## config.mk

```make
export PLATFORM = sky130hd
export DESIGN_NAME = alu_arbiter_flat
export DESIGN_NICKNAME = d
export VERILOG_FILES = /design/src/rtl/alu_arbiter_if.sv /design/src/rtl/alu_arbiter.sv /design/src/flat_wrapper.sv
export SDC_FILE = /design/constraint.sdc
export NUM_CORES = 1
export LEC_CHECK = 0
export CAP_MARGIN = 25
export CORE_AREA = 3 3 118 120
export DETAILED_ROUTE_END_ITERATION = 8
export DIE_AREA = 0 0 121 123
export DONT_BUFFER_PORTS = 1
export PLACE_DENSITY_LB_ADDON = 0.3
export SLEW_MARGIN = 5
export SYNTH_ARGS = -nofsm -noshare
export SYNTH_HDL_FRONTEND = slang
export SYNTH_SLANG_ARGS = --single-unit
export TNS_END_PERCENT = 1
```

## constraint.sdc

```tcl
create_clock -name clk -period 1.41 [get_ports clk]
set_clock_uncertainty 0.1 [all_clocks]
set_input_delay 0.282 -clock clk [delete_from_list [all_inputs] [get_ports clk]]
set_output_delay 0.282 -clock clk [all_outputs]
set_load 0.03 [all_outputs]
```

## src/rtl/alu_arbiter_if.sv

```systemverilog
`default_nettype none
// ============================================================================
//  Module      : alu_arbiter_if
//  Description : Request/response handshake bundle for two ALU requesters.
//  Revision    : 1.0 - initial release
// ============================================================================
interface alu_arbiter_if #(
    parameter int WIDTH = 32,
    parameter int OPW   = 2
);
    logic             req0_valid;
    logic             req0_ready;
    logic [WIDTH-1:0] req0_a;
    logic [WIDTH-1:0] req0_b;
    logic [OPW-1:0]   req0_op;
    logic             req1_valid;
    logic             req1_ready;
    logic [WIDTH-1:0] req1_a;
    logic [WIDTH-1:0] req1_b;
    logic [OPW-1:0]   req1_op;
    logic             rsp0_valid;
    logic             rsp0_ready;
    logic [WIDTH-1:0] rsp0_y;
    logic             rsp1_valid;
    logic             rsp1_ready;
    logic [WIDTH-1:0] rsp1_y;

    modport master (
        output req0_valid, req0_a, req0_b, req0_op, rsp0_ready,
        output req1_valid, req1_a, req1_b, req1_op, rsp1_ready,
        input  req0_ready, rsp0_valid, rsp0_y,
        input  req1_ready, rsp1_valid, rsp1_y
    );

    modport slave (
        input  req0_valid, req0_a, req0_b, req0_op, rsp0_ready,
        input  req1_valid, req1_a, req1_b, req1_op, rsp1_ready,
        output req0_ready, rsp0_valid, rsp0_y,
        output req1_ready, rsp1_valid, rsp1_y
    );
endinterface
`default_nettype wire

```

## src/rtl/alu_arbiter.sv

```systemverilog
`default_nettype none
// ============================================================================
//  Module      : alu_arbiter
//  Description : Round-robin sharing of one combinational ALU between two
//                requesters, one operation in flight at a time.
//  Revision    : 1.0 - initial release
// ============================================================================
module alu_arbiter #(
    parameter int WIDTH = 32,
    parameter int OPW   = 2
) (
    input  wire logic             clk,
    input  wire logic             rst,
    alu_arbiter_if.slave          bus,
    output      logic [WIDTH-1:0] alu_a,
    output      logic [WIDTH-1:0] alu_b,
    output      logic [OPW-1:0]   alu_c,
    input  wire logic [WIDTH-1:0] alu_y,
    output      logic             busy
);
    typedef enum logic [1:0] {
        IDLE = 2'd0,
        EXEC = 2'd1,
        RESP = 2'd2
    } state_t;

    state_t           state_q, state_d;
    logic             grant_q, grant_d;
    logic             prio_q,  prio_d;
    logic [WIDTH-1:0] op_a_q,  op_a_d;
    logic [WIDTH-1:0] op_b_q,  op_b_d;
    logic [OPW-1:0]   op_c_q,  op_c_d;
    logic [WIDTH-1:0] res_q,   res_d;
    logic             sel;
    logic             accept;
    logic             rsp_fire;

    always_comb begin
        sel      = (bus.req0_valid && bus.req1_valid) ? prio_q : bus.req1_valid;
        // Readies are gated by rst so nothing looks accepted during reset.
        accept   = (state_q == IDLE) && !rst && (bus.req0_valid || bus.req1_valid);
        rsp_fire = grant_q ? bus.rsp1_ready : bus.rsp0_ready;

        state_d = state_q;
        grant_d = grant_q;
        prio_d  = prio_q;
        op_a_d  = op_a_q;
        op_b_d  = op_b_q;
        op_c_d  = op_c_q;
        res_d   = res_q;

        case (state_q)
            IDLE: begin
                if (accept) begin
                    state_d = EXEC;
                    grant_d = sel;
                    op_a_d  = sel ? bus.req1_a  : bus.req0_a;
                    op_b_d  = sel ? bus.req1_b  : bus.req0_b;
                    op_c_d  = sel ? bus.req1_op : bus.req0_op;
                end
            end
            EXEC: begin
                res_d   = alu_y;
                state_d = RESP;
            end
            RESP: begin
                if (rsp_fire) begin
                    state_d = IDLE;
                    prio_d  = ~grant_q;
                end
            end
            default: state_d = IDLE;
        endcase
    end

    always_ff @(posedge clk) begin
        if (rst) begin
            state_q <= IDLE;
            grant_q <= 1'b0;
            prio_q  <= 1'b0;
            op_a_q  <= '0;
            op_b_q  <= '0;
            op_c_q  <= '0;
            res_q   <= '0;
        end else begin
            state_q <= state_d;
            grant_q <= grant_d;
            prio_q  <= prio_d;
            op_a_q  <= op_a_d;
            op_b_q  <= op_b_d;
            op_c_q  <= op_c_d;
            res_q   <= res_d;
        end
    end

    assign bus.req0_ready = accept && !sel;
    assign bus.req1_ready = accept &&  sel;
    assign bus.rsp0_valid = (state_q == RESP) && !grant_q;
    assign bus.rsp1_valid = (state_q == RESP) &&  grant_q;
    assign bus.rsp0_y     = res_q;
    assign bus.rsp1_y     = res_q;
    assign alu_a          = op_a_q;
    assign alu_b          = op_b_q;
    assign alu_c          = op_c_q;
    assign busy           = (state_q != IDLE);
endmodule
`default_nettype wire

```

## src/flat_wrapper.sv

```systemverilog
// flat-port wrapper written by rule: the top's interface ports become plain ports
module alu_arbiter_flat 
#(
    parameter int WIDTH = 32,
    parameter int OPW   = 2
)
  (clk, rst, alu_a, alu_b, alu_c, alu_y, busy, bus_req0_valid, bus_req0_a, bus_req0_b, bus_req0_op, bus_rsp0_ready, bus_req1_valid, bus_req1_a, bus_req1_b, bus_req1_op, bus_rsp1_ready, bus_req0_ready, bus_rsp0_valid, bus_rsp0_y, bus_req1_ready, bus_rsp1_valid, bus_rsp1_y);
  alu_arbiter_if #(.WIDTH(WIDTH), .OPW(OPW)) bus_i ();
  input  wire logic clk;
  input  wire logic rst;
  output      logic [WIDTH-1:0] alu_a;
  output      logic [WIDTH-1:0] alu_b;
  output      logic [OPW-1:0] alu_c;
  input  wire logic [WIDTH-1:0] alu_y;
  output      logic busy;
  input wire logic [$bits(bus_i.req0_valid)-1:0] bus_req0_valid;
  input wire logic [$bits(bus_i.req0_a)-1:0] bus_req0_a;
  input wire logic [$bits(bus_i.req0_b)-1:0] bus_req0_b;
  input wire logic [$bits(bus_i.req0_op)-1:0] bus_req0_op;
  input wire logic [$bits(bus_i.rsp0_ready)-1:0] bus_rsp0_ready;
  input wire logic [$bits(bus_i.req1_valid)-1:0] bus_req1_valid;
  input wire logic [$bits(bus_i.req1_a)-1:0] bus_req1_a;
  input wire logic [$bits(bus_i.req1_b)-1:0] bus_req1_b;
  input wire logic [$bits(bus_i.req1_op)-1:0] bus_req1_op;
  input wire logic [$bits(bus_i.rsp1_ready)-1:0] bus_rsp1_ready;
  output wire logic [$bits(bus_i.req0_ready)-1:0] bus_req0_ready;
  output wire logic [$bits(bus_i.rsp0_valid)-1:0] bus_rsp0_valid;
  output wire logic [$bits(bus_i.rsp0_y)-1:0] bus_rsp0_y;
  output wire logic [$bits(bus_i.req1_ready)-1:0] bus_req1_ready;
  output wire logic [$bits(bus_i.rsp1_valid)-1:0] bus_rsp1_valid;
  output wire logic [$bits(bus_i.rsp1_y)-1:0] bus_rsp1_y;
  assign bus_i.req0_valid = bus_req0_valid;
  assign bus_i.req0_a = bus_req0_a;
  assign bus_i.req0_b = bus_req0_b;
  assign bus_i.req0_op = bus_req0_op;
  assign bus_i.rsp0_ready = bus_rsp0_ready;
  assign bus_i.req1_valid = bus_req1_valid;
  assign bus_i.req1_a = bus_req1_a;
  assign bus_i.req1_b = bus_req1_b;
  assign bus_i.req1_op = bus_req1_op;
  assign bus_i.rsp1_ready = bus_rsp1_ready;
  assign bus_req0_ready = bus_i.req0_ready;
  assign bus_rsp0_valid = bus_i.rsp0_valid;
  assign bus_rsp0_y = bus_i.rsp0_y;
  assign bus_req1_ready = bus_i.req1_ready;
  assign bus_rsp1_valid = bus_i.rsp1_valid;
  assign bus_rsp1_y = bus_i.rsp1_y;
  alu_arbiter #(.WIDTH(WIDTH), .OPW(OPW)) u_core (.clk(clk), .rst(rst), .bus(bus_i), .alu_a(alu_a), .alu_b(alu_b), .alu_c(alu_c), .alu_y(alu_y), .busy(busy));
endmodule
```

==> summary.txt <==
STA
  – Final setup margin: -0.249 ns
  – Number of endpoints with negative hold slack in the final report: 51
  – Post-layout minimum cycle time: 1.66 ns
  – RSZ-0062 raised after global routing: true
  – Slew HR: 0.738
  – Number of setup violations in the final report: 52
  – Worst-case hold slack: -0.0948 ns
  – FMAX: 0.603 GHz
  – Number of max-slew violations in the final report: 0
  – Share of the cycle needed by the critical path after routing: 1.18
  – Worst slew pin tran: 0.393 ns

Clocking
  – Number of buffers created by CTS: 9
  – CTS Hold Buffers Added: 51
  – Clock-pin slew of the registers on the worst-case setup and hold paths: 0.07 ns
  – Cell at the root of the clock tree: sky130_fd_sc_hd__clkbuf_16
  – Clock Sinks: 102
  – Number of buffers on the longest clock path: 2
  – Maximum level of the CTS H-tree: 3
  – Clock network latency to the later pin of the worst-skew pair: 0.34 ns
  – TritonCTS clock tree: done

Setup path
  – Buffers & Inverters on Critical Path: 1
  – Maximum single-stage delay on the critical path: 0.34 ns
  – Number of stages on the worst setup path: 3
  – Worst-path cell chain: nor3_4 > and3_4 > buf_12
  – Worst Setup Start Kind: flop
  – Capturing element type of the critical path: output port
  – Critical-path cell with the highest stage delay: sky130_fd_sc_hd__dfxtp_2
  – R2R cell count: 5
  – Maximum fanout along the worst path: 7
  – Critical path's top delay family: simple AND/OR/NAND/NOR gates
  – Data required, critical path: 1.03 ns
  – Data arrival time of the critical path: 1.28 ns
  – Classification of the worst setup path: reg -> out

Finish
  – Final cell count without fillers: 696
  – Post-route design area: 0.00550 mm2
  – Layout cells sized above 1: 0.190
  – Final cell utilization of the core: 0.420
  – Number of inserted filler cells in the final layout: 1,277
  – Area growth, synth to finish: 26.8%
  – Count of inserted antenna diode cells: 0
  – Post-layout net count: 685

Power
  – Reg power frac: 0.492
  – Switching power as a share of total power: 0.325
  – Internal Dissipation: 5.06 mW
  – Logic gate share of total power: 0.186
  – Total net switching power: 2.44 mW
  – Pwr dens: 1360 mW/mm2
  – Power share of the clock group: 0.322
  – Tot Pwr: 7.50 mW
  – Static Leakage: 2.29 nW
  – Worst vdd rail ir drop: 0.507 mV

Yosys
  – Number of unique standard cell types used by synthesis: 31
  – Fraction of the yosys area taken by sequential cells: 0.471
  – Cells after Synth: 464
  – Total of warnings raised by yosys: 0
  – Mapped Area: 0.00434 mm2
  – Mapped Avg Cell Area: 9.35 um2
  – FF+latch count, synth: 102
  – Net count after synthesis: 634

Min path
  – Tightest Hold Check Type: in -> reg
  – Cell depth of the worst min-delay path: 1

Placement
  – Cell total after placement: 628
  – Gpl congestion: 0.806
  – Post-detailed-placement cell area: 0.00464 mm2
  – Port-buffer cells: 0
  – Detail Placement HPWL: 9100 um

Die
  – I/O pin cnt: 305
  – DIE HEIGHT: 123 um
  – Full die area: 0.0149 mm2
  – Initial standard-cell utilization of the core: 0.332
  – DIE WIDTH: 121 um
  – Row cnt: 42
  – Standard cell core area: 0.0131 mm2

Run status
  – Status: complete, but fails checks
  – Violations in the final reports: hold timing, setup timing

GRT
  – Number of antenna violations at the first check in global routing: 0
  – Number of global-route vias before repair: 3,773
  – Pin count of the biggest net entering global routing: 58
  – First-pass GRT wire length: 19,400 um
  – Congestion Overflow GR: 0
  – GRT Util Overall: 0.161

Routing
  – Antenna violation net count after detailed routing: 0
  – Wire length per cell after detailed routing: 18.6 um
  – Via density per instance: 5.39
  – Initial drt markers: 249
  – Total via count after detailed routing: 3,754
  – Total wire length after detailed routing: 13,000 um
  – Detailed-router iteration count before antenna repair: 4
  – DRC violations left: 0

Flow run
  – Count of maximum capacitance violations: 0
[repair_timing]
item | in CTS | in global routing
buffers inserted | 1 | 0
hold endpoints to repair | 102 | 51
gates resized for setup | 12 | 4
pin swaps | 43 | 3
setup endpoints to repair | 56 | 60
[per-layer routing]
layer | vias to the layer above | wire, um | track usage
met5 | - | 0 | 0
met1 | 1785 | 5080 | 0.187
li1 | 1767 | - | -
met3 | 16 | 1070 | 0.0467
met2 | 186 | 6620 | 0.285
met4 | 0 | 203 | 0.0531
[cells by family (layout without fill, tap and decap cells)]
| logic type | after synthesis | in the layout | share of synthesized area |
|---|---|---|---|
| buf+inv | 80 | 136 | 0.126 |
| compound gates | 119 | 119 | 0.205 |
| mux | 1 | 1 | 0.00231 |
| flops | 102 | 102 | 0.471 |
| simple gates | 162 | 162 | 0.196 |
[state kept, by name, summed over array words and instances, names as in the netlist]
| name | count |
|---|---|
| u_core.alu_a | 32 |
| u_core.alu_b | 32 |
| u_core.bus.rsp0_y | 32 |
| u_core.alu_c | 2 |
| u_core.state_q | 2 |
| u_core.grant_q | 1 |
| u_core.prio_q | 1 |
[layout by cell type, fill, tap and decap left out, types with 2 or more instances in the layout]
master,count
sky130_fd_sc_hd__inv_6,3
sky130_fd_sc_hd__and3_1,50
sky130_fd_sc_hd__dfxtp_2,2
sky130_fd_sc_hd__dfxtp_1,99
sky130_fd_sc_hd__a31oi_1,15
sky130_fd_sc_hd__buf_4,54
sky130_fd_sc_hd__nand3b_1,2
sky130_fd_sc_hd__nor2_1,2
sky130_fd_sc_hd__o21ai_0,15
sky130_fd_sc_hd__nand2_1,65
sky130_fd_sc_hd__and3_4,2
sky130_fd_sc_hd__a21oi_1,35
sky130_fd_sc_hd__dlygate4sd3_1,51
sky130_fd_sc_hd__clkbuf_16,9
sky130_fd_sc_hd__buf_6,5
sky130_fd_sc_hd__clkbuf_8,2
sky130_fd_sc_hd__a221o_1,51
sky130_fd_sc_hd__nor3_1,2
sky130_fd_sc_hd__nand4_1,15
sky130_fd_sc_hd__nand3_1,15
sky130_fd_sc_hd__buf_12,7
[synthesized netlist by cell type, drive strengths merged]
library cell / number / area [um2]
nand2: 65 / 244
a21boi: 1 / 11.3
or2: 1 / 6.26
nand3b: 2 / 15.0
nor3b: 1 / 7.51
and3b: 2 / 17.5
nor3: 3 / 20.0
a31oi: 15 / 93.8
and2: 1 / 6.26
a21oi: 36 / 191
a221o: 51 / 510
nand4: 15 / 93.8
mux2i: 1 / 10.0
dfxtp: 102 / 2040
inv: 1 / 3.75
o21ai: 15 / 75.1
nor2: 2 / 7.51
o21bai: 1 / 7.51
buf: 56 / 455
clkbuf: 23 / 87.6
nand3: 15 / 75.1
nand2b: 2 / 20.0
and3: 52 / 330
nor2b: 1 / 6.26
[path summary, 6_finish.rpt]
check                                     startpoint                            endpoint  slack [ns]
setup reg to reg          u_core.prio_q$_SDFFE_PP0P_       u_core.alu_a[14]$_SDFFE_PP0P_       -0.14
setup / recovery      u_core.state_q[0]$_SDFFE_PP0P_                      bus_req1_ready       -0.25
hold reg to reg   u_core.bus.rsp0_y[23]$_SDFFE_PP0N_  u_core.bus.rsp0_y[23]$_SDFFE_PP0N_        0.35
hold / removal                                   rst  u_core.bus.rsp0_y[12]$_SDFFE_PP0N_       -0.09
[power by group through the flow]
| stage | Sequential (mW) | Combinational, mW | Clock (mW) |
|---|---|---|---|
| 2_1_floorplan | 3.84 | 0.876 | 0 |
| 5_1_grt | 3.71 | 1.51 | 2.61 |
| 3_3_place_gp | 3.75 | 1.21 | 0 |
| 4_1_cts | 3.69 | 1.39 | 2.48 |
| 3_5_place_dp | 3.75 | 1.25 | 0 |
| 6_report | 3.69 | 1.39 | 2.42 |
[cell type report]
| cell class | instances | area, um2 | area share |
|---|---|---|---|
| sequential | 102 | 2050 | 0.372 |
| tap | 176 | 220 | 0.0400 |
| inverter | 1 | 3.75 | 0.000683 |
| clock buffer | 11 | 253 | 0.0460 |
| clock inverter | 5 | 40.0 | 0.00728 |
| multi-input combinational | 282 | 1780 | 0.324 |
| timing repair buffer | 119 | 1150 | 0.210 |
[worst reg2reg max path, stage by stage (launching register included)]
cell and delay [ns]:
sky130_fd_sc_hd__dfxtp_2 0.34, sky130_fd_sc_hd__nand2b_4 0.14, sky130_fd_sc_hd__and3_4 0.19, sky130_fd_sc_hd__buf_4 0.15, sky130_fd_sc_hd__buf_12 0.16, sky130_fd_sc_hd__a221o_1 0.35
[through the flow]
step / worst slack [ns] / TNS (ns)
3_3_place_gp: -0.0177 / -0.150
5_1_grt: -0.323 / -8.42
3_5_place_dp: -0.0610 / -1.44
2_1_floorplan: -0.146 / -6.51
4_1_cts: -0.280 / -6.01
6_report: -0.249 / -5.94
No activity file was read; power rests on OpenSTA's default activity.
